### config.mk
export PLATFORM = sky130hd
export DESIGN_NAME = pred_upd_sched
export DESIGN_NICKNAME = d
export VERILOG_FILES = /design/src/rtl/riscv_pkg.sv /design/src/rtl/pred_upd_fifo.sv /design/src/rtl/pred_upd_sched.sv
export SDC_FILE = /design/constraint.sdc
export NUM_CORES = 1
export LEC_CHECK = 0
export BUFFER_PORTS_ARGS = -buffer_cell sky130_fd_sc_hd__buf_2
export CAP_MARGIN = 20
export CORE_ASPECT_RATIO = 1.1
export CORE_MARGIN = 5
export CORE_UTILIZATION = 40
export CTS_CLUSTER_SIZE = 10
export DETAILED_ROUTE_END_ITERATION = 10
export MAX_ROUTING_LAYER = met4
export PLACE_DENSITY = 0.62
export SETUP_SLACK_MARGIN = 0.3
export SKIP_CTS_REPAIR_TIMING = 1
export SYNTH_ARGS = -nofsm -noshare
export SYNTH_HDL_FRONTEND = slang
export SYNTH_SLANG_ARGS = --single-unit
### constraint.sdc
create_clock -name clk -period 4.5 [get_ports clk]
set_clock_uncertainty 0.15 [all_clocks]
set_input_delay 0.225 -clock clk [delete_from_list [all_inputs] [get_ports clk]]
set_output_delay 0.225 -clock clk [all_outputs]
set_load 0.01 [all_outputs]
### src/rtl/riscv_pkg.sv
// Shared core types: XLEN plus the predictor update scheduler's state and entry types.
package riscv_pkg;

  localparam int unsigned XLEN = 32;

  typedef enum logic [1:0] {
    StIdle,
    StDrain,
    StFlush
  } pred_sched_state_t;

  typedef struct packed {
    logic [XLEN-1:0] pc_branch;
    logic [XLEN-1:0] pc_target;
    logic            mispred;
  } pred_upd_t;

endpackage

### src/rtl/pred_upd_fifo.sv
// Small power-of-two FIFO of resolved-branch updates with a synchronous clear.
module pred_upd_fifo
  import riscv_pkg::*;
#(
  parameter int unsigned Depth = 4
) (
  input  logic                   clk,
  input  logic                   reset,
  input  logic                   push_i,
  input  logic                   pop_i,
  input  logic                   clear_i,
  input  pred_upd_t              data_i,
  output logic                   full_o,
  output logic                   empty_o,
  output pred_upd_t              head_o,
  output logic [$clog2(Depth):0] count_o
);

  localparam int unsigned PtrW = $clog2(Depth);
  localparam int unsigned CntW = PtrW + 1;

  pred_upd_t           mem_q [Depth];
  logic [PtrW-1:0]     wr_ptr_q;
  logic [PtrW-1:0]     rd_ptr_q;
  logic [CntW-1:0]     count_q;

  assign full_o  = (count_q == CntW'(Depth));
  assign empty_o = (count_q == '0);
  assign head_o  = mem_q[rd_ptr_q];
  assign count_o = count_q;

  // Payload storage needs no reset; the empty flag gates its use.
  always_ff @(posedge clk) begin
    if (push_i && !clear_i) begin
      mem_q[wr_ptr_q] <= data_i;
    end
  end

  always_ff @(posedge clk) begin
    if (reset || clear_i) begin
      wr_ptr_q <= '0;
      rd_ptr_q <= '0;
      count_q  <= '0;
    end else begin
      if (push_i) wr_ptr_q <= wr_ptr_q + 1'b1;
      if (pop_i)  rd_ptr_q <= rd_ptr_q + 1'b1;
      if (push_i && !pop_i) begin
        count_q <= count_q + 1'b1;
      end else if (pop_i && !push_i) begin
        count_q <= count_q - 1'b1;
      end
    end
  end

endmodule

### src/rtl/pred_upd_sched.sv
// Branch predictor update scheduler: buffers resolved branches, drains them one per cycle,
// and walks the table on flush. Optional counters under PRED_SCHED_STATS_EN.
module pred_upd_sched
  import riscv_pkg::*;
#(
  parameter int unsigned FIFO_DEPTH = 4,
  parameter int unsigned PRED_SIZE  = 4
) (
  input  logic                         clk,
  input  logic                         reset,
  input  logic                         bu_valid_i,
  input  logic [XLEN-1:0]              bu_pc_branch_i,
  input  logic [XLEN-1:0]              bu_pc_target_i,
  input  logic                         bu_mispred_i,
  output logic                         bu_ready_o,
  input  logic                         pred_stall_i,
  output logic                         pred_en_o,
  output logic [XLEN-1:0]              pred_pc_branch_o,
  output logic [XLEN-1:0]              pred_pc_target_o,
  output logic                         pred_success_o,
  output logic                         pred_failed_o,
  input  logic                         flush_req_i,
  output logic                         pred_inv_o,
  output logic [$clog2(PRED_SIZE)-1:0] pred_inv_idx_o,
  output logic                         flush_done_o
`ifdef PRED_SCHED_STATS_EN
  ,
  output logic [31:0]                  stat_upd_o,
  output logic [31:0]                  stat_bp_o
`endif
);

  localparam int unsigned CntW = $clog2(FIFO_DEPTH) + 1;
  localparam int unsigned IdxW = $clog2(PRED_SIZE);
  localparam logic [IdxW-1:0] LastIdx = IdxW'(PRED_SIZE - 1);

  pred_sched_state_t state_q;
  logic [IdxW-1:0]   idx_q;
  logic              done_q;
  logic [XLEN-1:0]   hold_branch_q;
  logic [XLEN-1:0]   hold_target_q;

  logic              fifo_full;
  logic              fifo_empty;
  logic [CntW-1:0]   fifo_count;
  pred_upd_t         fifo_head;
  pred_upd_t         bu_entry;
  logic              push;
  logic              pop;
  logic              flush_start;

  assign flush_start = flush_req_i && (state_q != StFlush);
  assign bu_ready_o  = !fifo_full && (state_q != StFlush) && !flush_req_i;
  assign push        = bu_valid_i && bu_ready_o;
  assign pop         = (state_q == StDrain) && !pred_stall_i && !flush_req_i;

  assign bu_entry = '{pc_branch: bu_pc_branch_i, pc_target: bu_pc_target_i,
                      mispred: bu_mispred_i};

  pred_upd_fifo #(
    .Depth (FIFO_DEPTH)
  ) u_fifo (
    .clk     (clk),
    .reset   (reset),
    .push_i  (push),
    .pop_i   (pop),
    .clear_i (flush_start),
    .data_i  (bu_entry),
    .full_o  (fifo_full),
    .empty_o (fifo_empty),
    .head_o  (fifo_head),
    .count_o (fifo_count)
  );

  assign pred_en_o        = pop;
  assign pred_success_o   = pop && !fifo_head.mispred;
  assign pred_failed_o    = pop && fifo_head.mispred;
  assign pred_pc_branch_o = fifo_empty ? hold_branch_q : fifo_head.pc_branch;
  assign pred_pc_target_o = fifo_empty ? hold_target_q : fifo_head.pc_target;
  // The done cycle stays in FLUSH so bu_ready_o only rises after the pulse.
  assign pred_inv_o       = (state_q == StFlush) && !done_q;
  assign pred_inv_idx_o   = idx_q;
  assign flush_done_o     = done_q;

  always_ff @(posedge clk) begin
    if (reset) begin
      state_q       <= StIdle;
      idx_q         <= '0;
      done_q        <= 1'b0;
      hold_branch_q <= '0;
      hold_target_q <= '0;
    end else begin
      if (!fifo_empty) begin
        hold_branch_q <= fifo_head.pc_branch;
        hold_target_q <= fifo_head.pc_target;
      end
      unique case (state_q)
        StIdle: begin
          if (flush_req_i) begin
            state_q <= StFlush;
            idx_q   <= '0;
          end else if (push) begin
            state_q <= StDrain;
          end
        end
        StDrain: begin
          if (flush_req_i) begin
            state_q <= StFlush;
            idx_q   <= '0;
          end else if (pop && !push && fifo_count == CntW'(1)) begin
            state_q <= StIdle;
          end
        end
        StFlush: begin
          if (done_q) begin
            state_q <= StIdle;
            done_q  <= 1'b0;
            idx_q   <= '0;
          end else if (idx_q == LastIdx) begin
            done_q <= 1'b1;
            idx_q  <= '0;
          end else begin
            idx_q <= idx_q + 1'b1;
          end
        end
        default: state_q <= StIdle;
      endcase
    end
  end

`ifdef PRED_SCHED_STATS_EN
  logic [31:0] stat_upd_q;
  logic [31:0] stat_bp_q;

  always_ff @(posedge clk) begin
    if (reset) begin
      stat_upd_q <= '0;
      stat_bp_q  <= '0;
    end else begin
      if (pop && stat_upd_q != '1) stat_upd_q <= stat_upd_q + 1'b1;
      if (bu_valid_i && !bu_ready_o && stat_bp_q != '1) stat_bp_q <= stat_bp_q + 1'b1;
    end
  end

  assign stat_upd_o = stat_upd_q;
  assign stat_bp_o  = stat_bp_q;
`endif

endmodule

**Word-level counts from Yosys, hierarchy flattened**

Memory sizes are Yosys's and may differ from the RTL's. A register that Yosys moved wholly into a read port is not among the register bits.
Index checks and enable logic that the tools add are counted.

- Add/subtract/negate cells: 5
- $mul: 0
- Div/mod/pow operators: 0
- Order comparisons: 0
- Equality and inequality tests: 10
- Shift-type cells: 0
- Multiplexer cells: 20
- Bitwise operators: 0
- Reduce and logical (&&, ||, !) cells: 29

Operators with widths:

| cell | count |
|---|---|
| two-way mux 32 bit | 2 |
| two-way mux 2 bit | 10 |
| logical AND 1 bit | 13 |
| logical NOT 1 bit | 8 |
| adder 2 x 1 -> 2 bit, second input constant | 3 |
| two-way mux 3 bit | 2 |
| inequality test 3 x 2 -> 1 bit, second input constant | 2 |
| case mux 2 bit (3 select lines) | 1 |
| == test 2 bit, second input constant | 2 |
| two-way mux 1 bit | 4 |
| inequality test 2 bit, second input constant | 2 |
| case mux 2 bit (2 select lines) | 1 |
| nonzero test 2 bit | 2 |
| adder 3 x 1 -> 3 bit, second input constant | 1 |
| == test 3 x 1 -> 1 bit, second input constant | 1 |
| == test 3 bit, second input constant | 1 |
| logical NOT 3 bit | 1 |
| AND reduction 3 bit | 1 |
| subtractor 3 x 1 -> 3 bit, second input constant | 1 |
| == test 2 x 1 -> 1 bit, second input constant | 1 |
| logical NOT 2 bit | 1 |
| inequality test 2 x 1 -> 1 bit, second input constant | 1 |
| AND reduction 2 bit | 1 |
| OR reduction 2 bit | 1 |
| logical OR 1 bit | 1 |

- Flip-flop bits (word level): 76
- Latch bits: 0
- Memory bits (writable): 260
- ROM bits: 0
- Input bits: 70
- Output and inout bits: 72
- Logic and storage cells: 73
- Memories: 1

Memories:

| name | depth | bits a word | read ports | clocked after memory_dff | write ports | RTL line | text |
|---|---|---|---|---|---|---|---|
| u_fifo.mem_q | 4 | 65 | 1 | 1 | 1 | pred_upd_fifo.sv:22 | `pred_upd_t mem_q [Depth];` |

**Longest topological paths before layout**

Gate-level depths: netlist of run 1.

- Word-level depth: 11
- Gate-level depth with buffers: 8
- Depth with buffers taken out: 8

**Hierarchy**

From an unflattened synthesis of run 1, not the netlist that was laid out.

- Cells, all modules: 635
- Area, all modules: 12690.9 µm²

Modules (own cells, without submodules):

| module | times used | cells each | area an instance (µm²) | seq. area each (µm²) |
|---|---|---|---|---|
| pred_upd_fifo | 1 | 385 | 9865.7 | 7987.7 |
| pred_upd_sched | 1 | 250 | 2825.2 | 1381.3 |

**Worst setup path after synthesis of run 1**

No wires, ideal clock.

- Path kind: register -> register
- From: register u_fifo.count_q[0], in the netlist u_fifo.count_o[0]
- To: memory u_fifo.mem_q[0][0] (netlist bit), enable pin
- Setup time: 0.430 ns
- Data arrival time: 2.849 ns
- Data required time: 3.920 ns
- Slack: 1.072 ns
- Stages on the path, launching flop included: 6
- Clock period less this slack: 3.428 ns
- Cells stage by stage: dfxtp_1 > inv_1 > ha_1 > and2_1 > nor3_1 > and2_1

- Word-level cells in the longest chain between the ends: 8

RTL lines:

| what | RTL line | text |
|---|---|---|
| from (decl) | pred_upd_fifo.sv:25 | `logic [CntW-1:0] count_q;` |
| from (signal assigned) | pred_upd_fifo.sv:48 | `count_q <= count_q + 1'b1;` |
| from (signal assigned) | pred_upd_fifo.sv:50 | `count_q <= count_q - 1'b1;` |
| == test 3 bit | pred_upd_fifo.sv:27 | `assign full_o = (count_q == CntW'(Depth));` |
| logical NOT 1 bit | pred_upd_sched.sv:53 | `assign bu_ready_o = !fifo_full && (state_q != StFlush) && !flush_req_i;` |
| logical AND 1 bit (2 in series) | pred_upd_sched.sv:53 |  |
| logical AND 1 bit | pred_upd_sched.sv:54 | `assign push = bu_valid_i && bu_ready_o;` |
| named net push | pred_upd_sched.sv:48 | `logic push;` |
| logical AND 1 bit | pred_upd_fifo.sv:34 | `if (push_i && !clear_i) begin` |
| two-way mux 1 bit | pred_upd_fifo.sv:34 |  |
| two-way mux 1 bit (implied by the code) | pred_upd_fifo.sv:35 | `mem_q[wr_ptr_q] <= data_i;` |
| to (decl) | pred_upd_fifo.sv:22 |  |

The timed path passes the listed nets, and every way through them passes these cells.

**Final worst setup path of run 1**

- From: register u_fifo.count_q[0], in the netlist u_fifo.count_o[0]
- To: output port pred_pc_target_o[0]

- Word-level cells in the longest chain between the ends: 2

RTL lines:

| what | RTL line | text |
|---|---|---|
| logical NOT 3 bit | pred_upd_fifo.sv:28 | `assign empty_o = (count_q == '0);` |
| two-way mux 32 bit | n/a |  |
| to (decl) | pred_upd_sched.sv:19 | `output logic [XLEN-1:0] pred_pc_target_o,` |

Every way passes these cells.

==> flow_metrics.tcl, run 1 <==
set metrics [dict create \
    status "finished, final reports clean" \
    fmax_ghz 0.296 \
    std_cell_rows 70 \
    yosysUniqueCellTypes 34 \
    timing.rr.end "hold_branch_q[26]" \
    viasPerCell 5.44 \
    fin_ws_ns 1.12 \
    syn_nets 948 \
    preCtsSetupSlack_ns 1.32 \
    holdPathStages 4 \
    track_usage_pct 17.2 \
    path_cells "inv_1 -> ha_1 -> nor2b_4 -> nor2_4 -> buf_4 -> a221oi_1 -> buf_2" \
    drtIter0Drc 574 \
    hp-start "bu_valid_i" \
    post_drt_wl_per_cell_um 21.2 \
    tns_ns 0 \
    rrSetupSlack_ns 1.36 \
    grt_max_degree 72 \
    postPlaceCellArea_sq_mm 0.0145 \
    finalHoldViolCount 0 \
    crit_slowest_cell "nor2_4" \
    async_flop_share_pct 0 \
    ant_nets 0 \
    final_util_pct 49.3 \
    yosysSeqAreaShare_pct 70.4 \
    wl_um 32400 \
    synthFlopType "edfxtp_1" \
    avgSynthCellArea_sq_um 15.4 \
    synth_area_sq_mm 0.0133 \
    cts-root-buf "clkbuf_16" \
    clk_pin_slew_ns 0.06 \
    crit_buf_inv 3 \
    cts_buffers 39 \
    crit_arrival_ns 3.00 \
    min_to "u_fifo.wr_ptr_q[0]" \
    ys_warn_count 0 \
    setup_violations 0 \
    cts.sinks 338 \
    rr_worst_depth 7 \
    detail_route.drc_violations 0 \
    initial_utilization_pct 40.3 \
    synth_seq_cells 338 \
    power_density_mw_per_mm2 431 \
    cp-start-kind "flip-flop" \
    rsz0062_at_grt "false" \
    r2r_start "u_fifo.count_o[0]" \
    cp_max_fo 31 \
    io_pins 142 \
    worst_path_largest_cell_delay_ns 0.78 \
    clockBufferDepth 3 \
    p_leak_uw 0.00544 \
    required_ns 4.12 \
    worstSkewPairLatency_ns 0.51 \
    crit_family "simple AND/OR/NAND/NOR gates" \
    dr.pass1.iters 5 \
    die_area_sq_mm 0.0370 \
    maxSlewViolCount 0 \
    synth_edf_count 260 \
    area_growth_syn_to_layout_pct 22.2 \
    cts_max_level 2 \
    total_power_uw 7010 \
    maxCapViolCount 0 \
    dieWidth_um 184 \
    tightest_slew_ns 1.09 \
    setup.worst_path.class "flip-flop to output pin" \
    die_y_um 201 \
    antenna_found_initial 1 \
    slew_headroom_pct 27.6 \
    grt_pass1_wl_um 49100 \
    end_kind "output pin" \
    coreArea_sq_mm 0.0330 \
    synth_cells 867 \
    hpwl_um 18900 \
    hp-class "primary input to flip-flop" \
    gp_congestion 0.706 \
    period_share_pct 75.1 \
    grt_overflow 0 \
    final_area_sq_mm 0.0163 \
    ir_worst_vdd_mv 0.257 \
    port_buffers 141 \
    grt_pass1_vias 8393 \
    vias 8310 \
    cts_tree "yes" \
    fin_nets 1149 \
    layout_min_cycle_time_ns 3.38 \
    drive_above_1_share_pct 19.2 \
]
registers in the layout, indices dropped and copies added, names as in the netlist, named ones only:
name	flops
u_fifo.mem_q	260
hold_branch_q	32
hold_target_q	32
u_fifo.count_o	3
pred_inv_idx_o	2
state_q	2
u_fifo.rd_ptr_q	2
u_fifo.wr_ptr_q	2
flush_done_o	1
routing by layer:
metal | GRT usage (%) | up-vias | part of all wire [%]
met3 | 3.29 | 38 | 4.3
met4 | 3.78 | 0 | 1.4
met5 | - | - | 0
met2 | 29.0 | 221 | 52
li1 | - | 3865 | -
met1 | 21.7 | 4186 | 43
logic make-up after synthesis:
| group | share of synthesized area, % |
|---|---|
| compound gates | 9.19 |
| xor+xnor | 0.132 |
| fa+ha+maj | 1.03 |
| buf+inv | 2.20 |
| flops | 70.4 |
| mux | 9.95 |
| simple gates | 7.11 |
where the power goes:
part           internal (uW)  switching (uW)
registers               3450            38.8
clock network           1680            1130
logic                    284             436
total                   5410            1600
worst max path at each step:
stage	from	to	slack, ns	depth (start not counted)
finish	u_fifo.count_o[0]	pred_pc_target_o[0]	1.12	7
global route	u_fifo.count_o[0]	pred_pc_target_o[0]	0.95	7
CTS	u_fifo.count_o[0]	pred_pc_target_o[0]	1.10	7
detailed placement	u_fifo.count_o[0]	hold_branch_q[25]	1.32	7
global placement	u_fifo.count_o[0]	hold_target_q[6]	1.35	7
floorplan	u_fifo.count_o[0]	u_fifo.mem_q[0][0]	1.07	5
worst reg2reg max path, cell delays in order, from the launching register on:
cell and delay, ns:
dfxtp_1 0.34, inv_1 0.09, ha_1 0.26, nor2b_4 0.21, buf_4 0.64, or3_2 0.71
buf_4 0.43, o221ai_1 0.17
per-stage QoR:
stage / std cells / hold slack (ns)
after floorplan: 867 / 0.174
after global placement: 1392 / 0.286
after detailed placement: 1393 / 0.292
after CTS: 1459 / -0.244
after global routing: 1526 / 0.0489
final: 1527 / 0.0316
synth_stat cells (2+ instances only):
library cell	instances	area share, %
nand3b_1	66	3.7
nand2_1	5	0.14
or3_1	3	0.14
nor3_1	3	0.11
dfxtp_1	78	12
nand4_1	2	0.094
ha_1	11	1.0
inv_1	8	0.23
nor2_1	70	2.0
o21ai_0	4	0.15
and2_1	8	0.38
clkbuf_1	45	1.3
nor2b_1	2	0.094
o31ai_1	2	0.11
buf_1	3	0.085
edfxtp_1	260	59
nand2b_1	3	0.14
o221ai_1	64	4.2
buf_2	14	0.53
a21oi_1	10	0.38
mux2i_1	130	9.8
a221oi_1	64	4.2
area by class of cell:
| type | instances | area (sq um) |
|---|---|---|
| Multi-Input combinational cell | 457 | 3680 |
| Timing Repair Buffer | 224 | 1520 |
| Tap cell | 432 | 541 |
| Inverter | 8 | 30.0 |
| Clock buffer | 66 | 1120 |
| Fill cell | 2824 | 16700 |
| Sequential cell | 338 | 9370 |
| Antenna cell | 2 | 5.00 |
placed cells by master (no fill, tap or decap), types with 2 or more instances in the layout:
master	count
o21ai_0	4
nand4_1	2
nand3b_1	66
or3_1	2
buf_2	141
o221ai_1	64
and2_1	3
mux2i_1	130
inv_1	8
dfxtp_1	77
a221oi_1	64
nor3_1	3
edfxtp_1	260
clkbuf_1	25
buf_4	15
diode_2	2
buf_12	2
and2_4	4
nand2_1	5
a21oi_1	10
o31ai_1	2
clkbuf_16	41
dlygate4sd3_1	66
ha_1	11
nand2b_1	2
nor2_1	69
Note: power is estimated with default switching activity, not from simulation.
==> run 2: changes to the inputs <==
clock period = 3.5 ns   (was 4.5 ns; I/O delays follow)
==> run 2 against run 1 <==
Against the previous run:
- sequential cell count unchanged
- setup slack got worse by 0.65 ns
- die area unchanged
- count of clock-buffer cells in the layout down 2
- non-clock buffer count grew 15
- hold slack improved by 0.031 ns
- cell area grew 1.8%
- global-route usage fell by 0.14 points
- largest cell class unchanged
- critical path depth unchanged
==> flow_metrics.tcl, run 2 (same netlist as run 1, synthesis figures left out) <==
set metrics [dict create \
    status "finished, final reports clean" \
    cts-root-buf "clkbuf_16" \
    cts_max_level 2 \
    grt_pass1_wl_um 48900 \
    largest_reg_flops 260 \
    mostFrequentLayoutCells "edfxtp_1 (260), buf_2 (141), mux2i_1 (130)" \
    dr.pass1.iters 5 \
    area_growth_syn_to_layout_pct 24.5 \
    worstSkewPairLatency_ns 0.53 \
    track_usage_pct 17.1 \
    grt_pass1_vias 8476 \
    coreArea_sq_mm 0.0330 \
    end_kind "output pin" \
    rsz0062_at_grt "false" \
    crit_slowest_cell "a221oi_1" \
    viasPerCell 5.44 \
    vias 8400 \
    crit_family "buffers and inverters" \
    drtIter0Drc 471 \
    cts.sinks 338 \
    cp.depth 7 \
    p_leak_uw 0.00559 \
    fin_nets 1165 \
    path_cells "inv_1 -> ha_1 -> nand2b_4 -> and2_2 -> buf_4 -> a221oi_1 -> buf_2" \
    die_area_sq_mm 0.0370 \
    grt_overflow 0 \
    total_power_uw 9280 \
    ir_worst_vdd_mv 0.393 \
    clockBufferDepth 3 \
    gp_congestion 0.706 \
    reg_top3 "u_fifo.mem_q: 260 flops, hold_branch_q: 32 flops, hold_target_q: 32 flops" \
    fmax_ghz 0.330 \
    cp-start-kind "flip-flop" \
    finalHoldViolCount 0 \
    tightest_slew_ns 0.838 \
    period_share_pct 86.5 \
    tns_ns 0 \
    final_util_pct 50.2 \
    hpwl_um 19200 \
    dieWidth_um 184 \
    port_buffers 141 \
    die_y_um 201 \
    rr_worst_depth 7 \
    setup.worst_path.class "flip-flop to output pin" \
    required_ns 3.17 \
    cp_max_fo 19 \
    cts_buffers 40 \
    hp-class "primary input to flip-flop" \
    wl_um 31900 \
    std_cell_rows 70 \
    maxCapViolCount 0 \
    worst_path_largest_cell_delay_ns 0.52 \
    post_drt_wl_per_cell_um 20.7 \
    grt_max_degree 66 \
    clk_pin_slew_ns 0.05 \
    crit_arrival_ns 2.70 \
    antenna_found_initial 1 \
    crit_buf_inv 3 \
    detail_route.drc_violations 0 \
    cts_tree "yes" \
    layout_min_cycle_time_ns 3.03 \
    ant_nets 0 \
    io_pins 142 \
    max_flop_register "u_fifo.mem_q" \
    setup_violations 0 \
    drive_above_1_share_pct 20.6 \
    maxSlewViolCount 0 \
    holdPathStages 4 \
    power_density_mw_per_mm2 560 \
    slew_headroom_pct 44.1 \
    layout_commonest_cell "edfxtp_1" \
    initial_utilization_pct 40.3 \
]
run 2: changes by cell type in the layout (fill, tap and decap cells not counted), moves of 2 or more:
| cell | before | now |
|---|---|---|
| clkbuf_1 | 25 | 23 |
| buf_12 | 2 | 10 |
| bufinv_16 | 0 | 2 |
| buf_4 | 15 | 21 |
run 2: worst paths after layout:
check	startpoint	to	slack [ns]
worst min register to register	u_fifo.rd_ptr_q[1]	flip-flop	0.33
worst min-delay path	pred_stall_i	flip-flop	0.06
worst max-delay path	u_fifo.count_o[0]	pred_pc_target_o[20]	0.47
worst max register to register	u_fifo.count_o[0]	hold_target_q[8]	0.82
run 2: cell type report:
class | instances | area, sq um
antenna | 1 | 2.50
clock buffer | 64 | 1100
clock inverter | 5 | 105
fill | 2759 | 16400
inverter | 8 | 30.0
multi-input combinational | 457 | 3680
sequential | 338 | 9370
tap | 432 | 541
timing repair buffer | 239 | 1730
run 2: tightest hold or removal path, cell delays in order:
cell     delay (ns)
buf_2          0.08
or4b_1         0.23
or3_1          0.14
a21oi_1        0.06
run 2: power breakdown:
group	internal (uW)	switching (uW)
Sequential	4440	48.4
Combinational	379	573
Clock	2310	1540
Total	7130	2160
run 2: stage by stage:
stage                     cells  instance area, sq um  hold slack, ns  setup slack (ns)
after global routing       1544                 16600          0.0983             0.366
after detailed placement   1407                 14700           0.243             0.822
after floorplan             867                 13300           0.124             0.763
after global placement     1407                 14700           0.239             0.876
after CTS                  1476                 15900          -0.311             0.457
final                      1544                 16600          0.0629             0.472
run 2: metal layers:
metal	track usage [%]	wire, um	vias to the layer above
li1	-	-	3901
met1	21.2	13400	4213
met2	28.9	16200	238
met3	3.33	1690	48
met4	4.41	653	0
met5	-	0	-
==> run 3: changes to the inputs <==
==> constraint.sdc (replaced) <==
create_clock -name clk -period 3.5 [get_ports clk]
set_clock_uncertainty 0.15 [all_clocks]
set_input_delay 0.35 -clock clk [delete_from_list [all_inputs] [get_ports clk]]
set_output_delay 0.35 -clock clk [all_outputs]
set_load 0.01 [all_outputs]
==> run 3 against run 2 <==
Against the previous run:
- first-iteration DRC count rose by 14%
- sequential share of layout area rose by 0.064 points
- global-route usage rose by 0.78 points
- cell area fell by 0.11%
- count of clock-buffer cells in the layout rose by 8
- non-clock buffer count fell by 2
- setup slack got worse by 0.046 ns
- critical path type unchanged
- largest cell class unchanged
==> flow_metrics.tcl, run 3 (same netlist as run 1, synthesis figures left out) <==
set metrics [dict create \
    detail_route.drc_violations 0 \
    holdPathStages 3 \
    wl_um 33400 \
    ant_nets 0 \
    clkPwrFrac_pct 41.0 \
    die_area_sq_mm 0.0370 \
    p_comb_share_pct 10.4 \
    finalHoldViolCount 0 \
    cts.sinks 338 \
    maxSlewViolCount 0 \
    ir_worst_vdd_mv 0.412 \
    min_to "state_q[1]" \
    slew_headroom_pct 39.5 \
    rr_worst_depth 6 \
    r2r_start "u_fifo.count_o[0]" \
    clockBufferDepth 3 \
    required_ns 3.00 \
    mostFrequentLayoutCells "edfxtp_1 (260), buf_2 (141), mux2i_1 (130)" \
    initial_utilization_pct 40.3 \
    cts_max_level 2 \
    fmax_ghz 0.325 \
    setup.worst_path.class "flip-flop to output pin" \
    finalNonFillerCells 1548 \
    crit_arrival_ns 2.57 \
    highest_layer "met4" \
    pwr-share-seq_pct 48.6 \
    p_leak_uw 0.00558 \
    gp_congestion 0.737 \
    post_drt_wl_per_cell_um 21.6 \
    hp-class "primary input to flip-flop" \
    std_cell_rows 70 \
    cts-root-buf "clkbuf_16" \
    p_int_uw 7100 \
    wl_met2_um 16900 \
    rrSetupSlack_ns 0.56 \
    end_kind "output pin" \
    tightest_slew_ns 0.907 \
    timing.rr.end "u_fifo.mem_q[2][46]" \
    dieWidth_um 184 \
    worstSkewPairLatency_ns 0.52 \
    fin_nets 1164 \
    placed_cells 1405 \
    io_pins 142 \
    wl_met3_um 1820 \
    grt_max_degree 66 \
    crit_slowest_cell "a221oi_1" \
    max_flop_register "u_fifo.mem_q" \
    setup_violations 0 \
    tns_ns 0 \
    drive_above_1_share_pct 20.6 \
    antenna_found_initial 1 \
    layout_commonest_cell "edfxtp_1" \
    final_util_pct 50.1 \
    swShare_pct 23.2 \
    largest_reg_flops 260 \
    vias 8493 \
    die_y_um 201 \
    coreArea_sq_mm 0.0330 \
    reg_top3 "u_fifo.mem_q: 260 flops, hold_branch_q: 32 flops, hold_target_q: 32 flops" \
    cts_tree "yes" \
    period_share_pct 87.8 \
    cp-start-kind "flip-flop" \
    status "finished, final reports clean" \
    area_growth_syn_to_layout_pct 24.3 \
    layout_min_cycle_time_ns 3.07 \
    crit_buf_inv 3 \
    clk_pin_slew_ns 0.06 \
    grt_pass1_vias 8485 \
    hpwl_um 19800 \
    dr.pass1.iters 5 \
    worst_path_largest_cell_delay_ns 0.58 \
    met1_length_um 13900 \
    maxCapViolCount 0 \
    crit_family "buffers and inverters" \
    viasPerCell 5.49 \
    hp-start "flush_req_i" \
    p_switching_uw 2140 \
    power_density_mw_per_mm2 559 \
    cp_max_fo 31 \
    timing.hold.ws_ns 0.0483 \
    path_cells "inv_1 -> ha_1 -> nand2b_4 -> and2_2 -> buf_4 -> a221oi_1 -> buf_2" \
    grt_overflow 0 \
    port_buffers 141 \
    track_usage_pct 17.9 \
    rsz0062_at_grt "false" \
    drtIter0Drc 536 \
    grt_pass1_wl_um 50500 \
    cts_buffers 40 \
]
==> run 3: worst max path at each step <==
stage / startpoint / to / slack [ns] / cells after the start
after global routing: u_fifo.count_o[0] / pred_pc_branch_o[5] / 0.32 / 7
after CTS: u_fifo.count_o[0] / pred_pc_branch_o[7] / 0.20 / 7
after global placement: u_fifo.count_o[0] / pred_pc_branch_o[30] / 0.44 / 7
after floorplan: u_fifo.count_o[0] / u_fifo.mem_q[0][0] / 0.76 / 5
final: u_fifo.count_o[0] / pred_pc_branch_o[5] / 0.43 / 7
after detailed placement: u_fifo.count_o[0] / u_fifo.mem_q[2][46] / 0.54 / 6
==> run 3: routing by layer <==
metal | global-route usage [%] | vias up
met2 | 29.0 | 298
met1 | 22.7 | 4217
li1 | - | 3920
met3 | 3.47 | 58
met5 | - | -
met4 | 5.73 | 0
==> run 3: area by class of cell <==
type / count / area, sq um
Antenna cell: 1 / 2.50
Clock buffer: 72 / 1180
Multi-Input combinational cell: 458 / 3690
Sequential cell: 338 / 9370
Tap cell: 432 / 541
Clock inverter: 2 / 22.5
Inverter: 8 / 30.0
Fill cell: 2745 / 16500
Timing Repair Buffer: 237 / 1710
==> run 3: stage by stage <==
step / worst slack (ns) / cell area, sq um / total power, uW
global route: 0.315 / 16600 / 9620
floorplan: 0.763 / 13300 / 5040
CTS: 0.200 / 15900 / 9270
global placement: 0.441 / 14600 / 5450
finish: 0.427 / 16600 / 9240
detailed placement: 0.541 / 14700 / 5480
==> run 3: power groups by stage <==
stage | registers (uW) | clock network, uW | logic, uW
after floorplan | 4560 | 0 | 478
after global placement | 4570 | 0 | 883
after detailed placement | 4570 | 0 | 908
after CTS | 4490 | 3870 | 913
after global routing | 4500 | 4060 | 1060
final | 4490 | 3790 | 964
==> run 3: worst min-delay path: stages <==
cell and delay, ns:
buf_2 0.16, a21oi_1 0.09, nor2_1 0.07
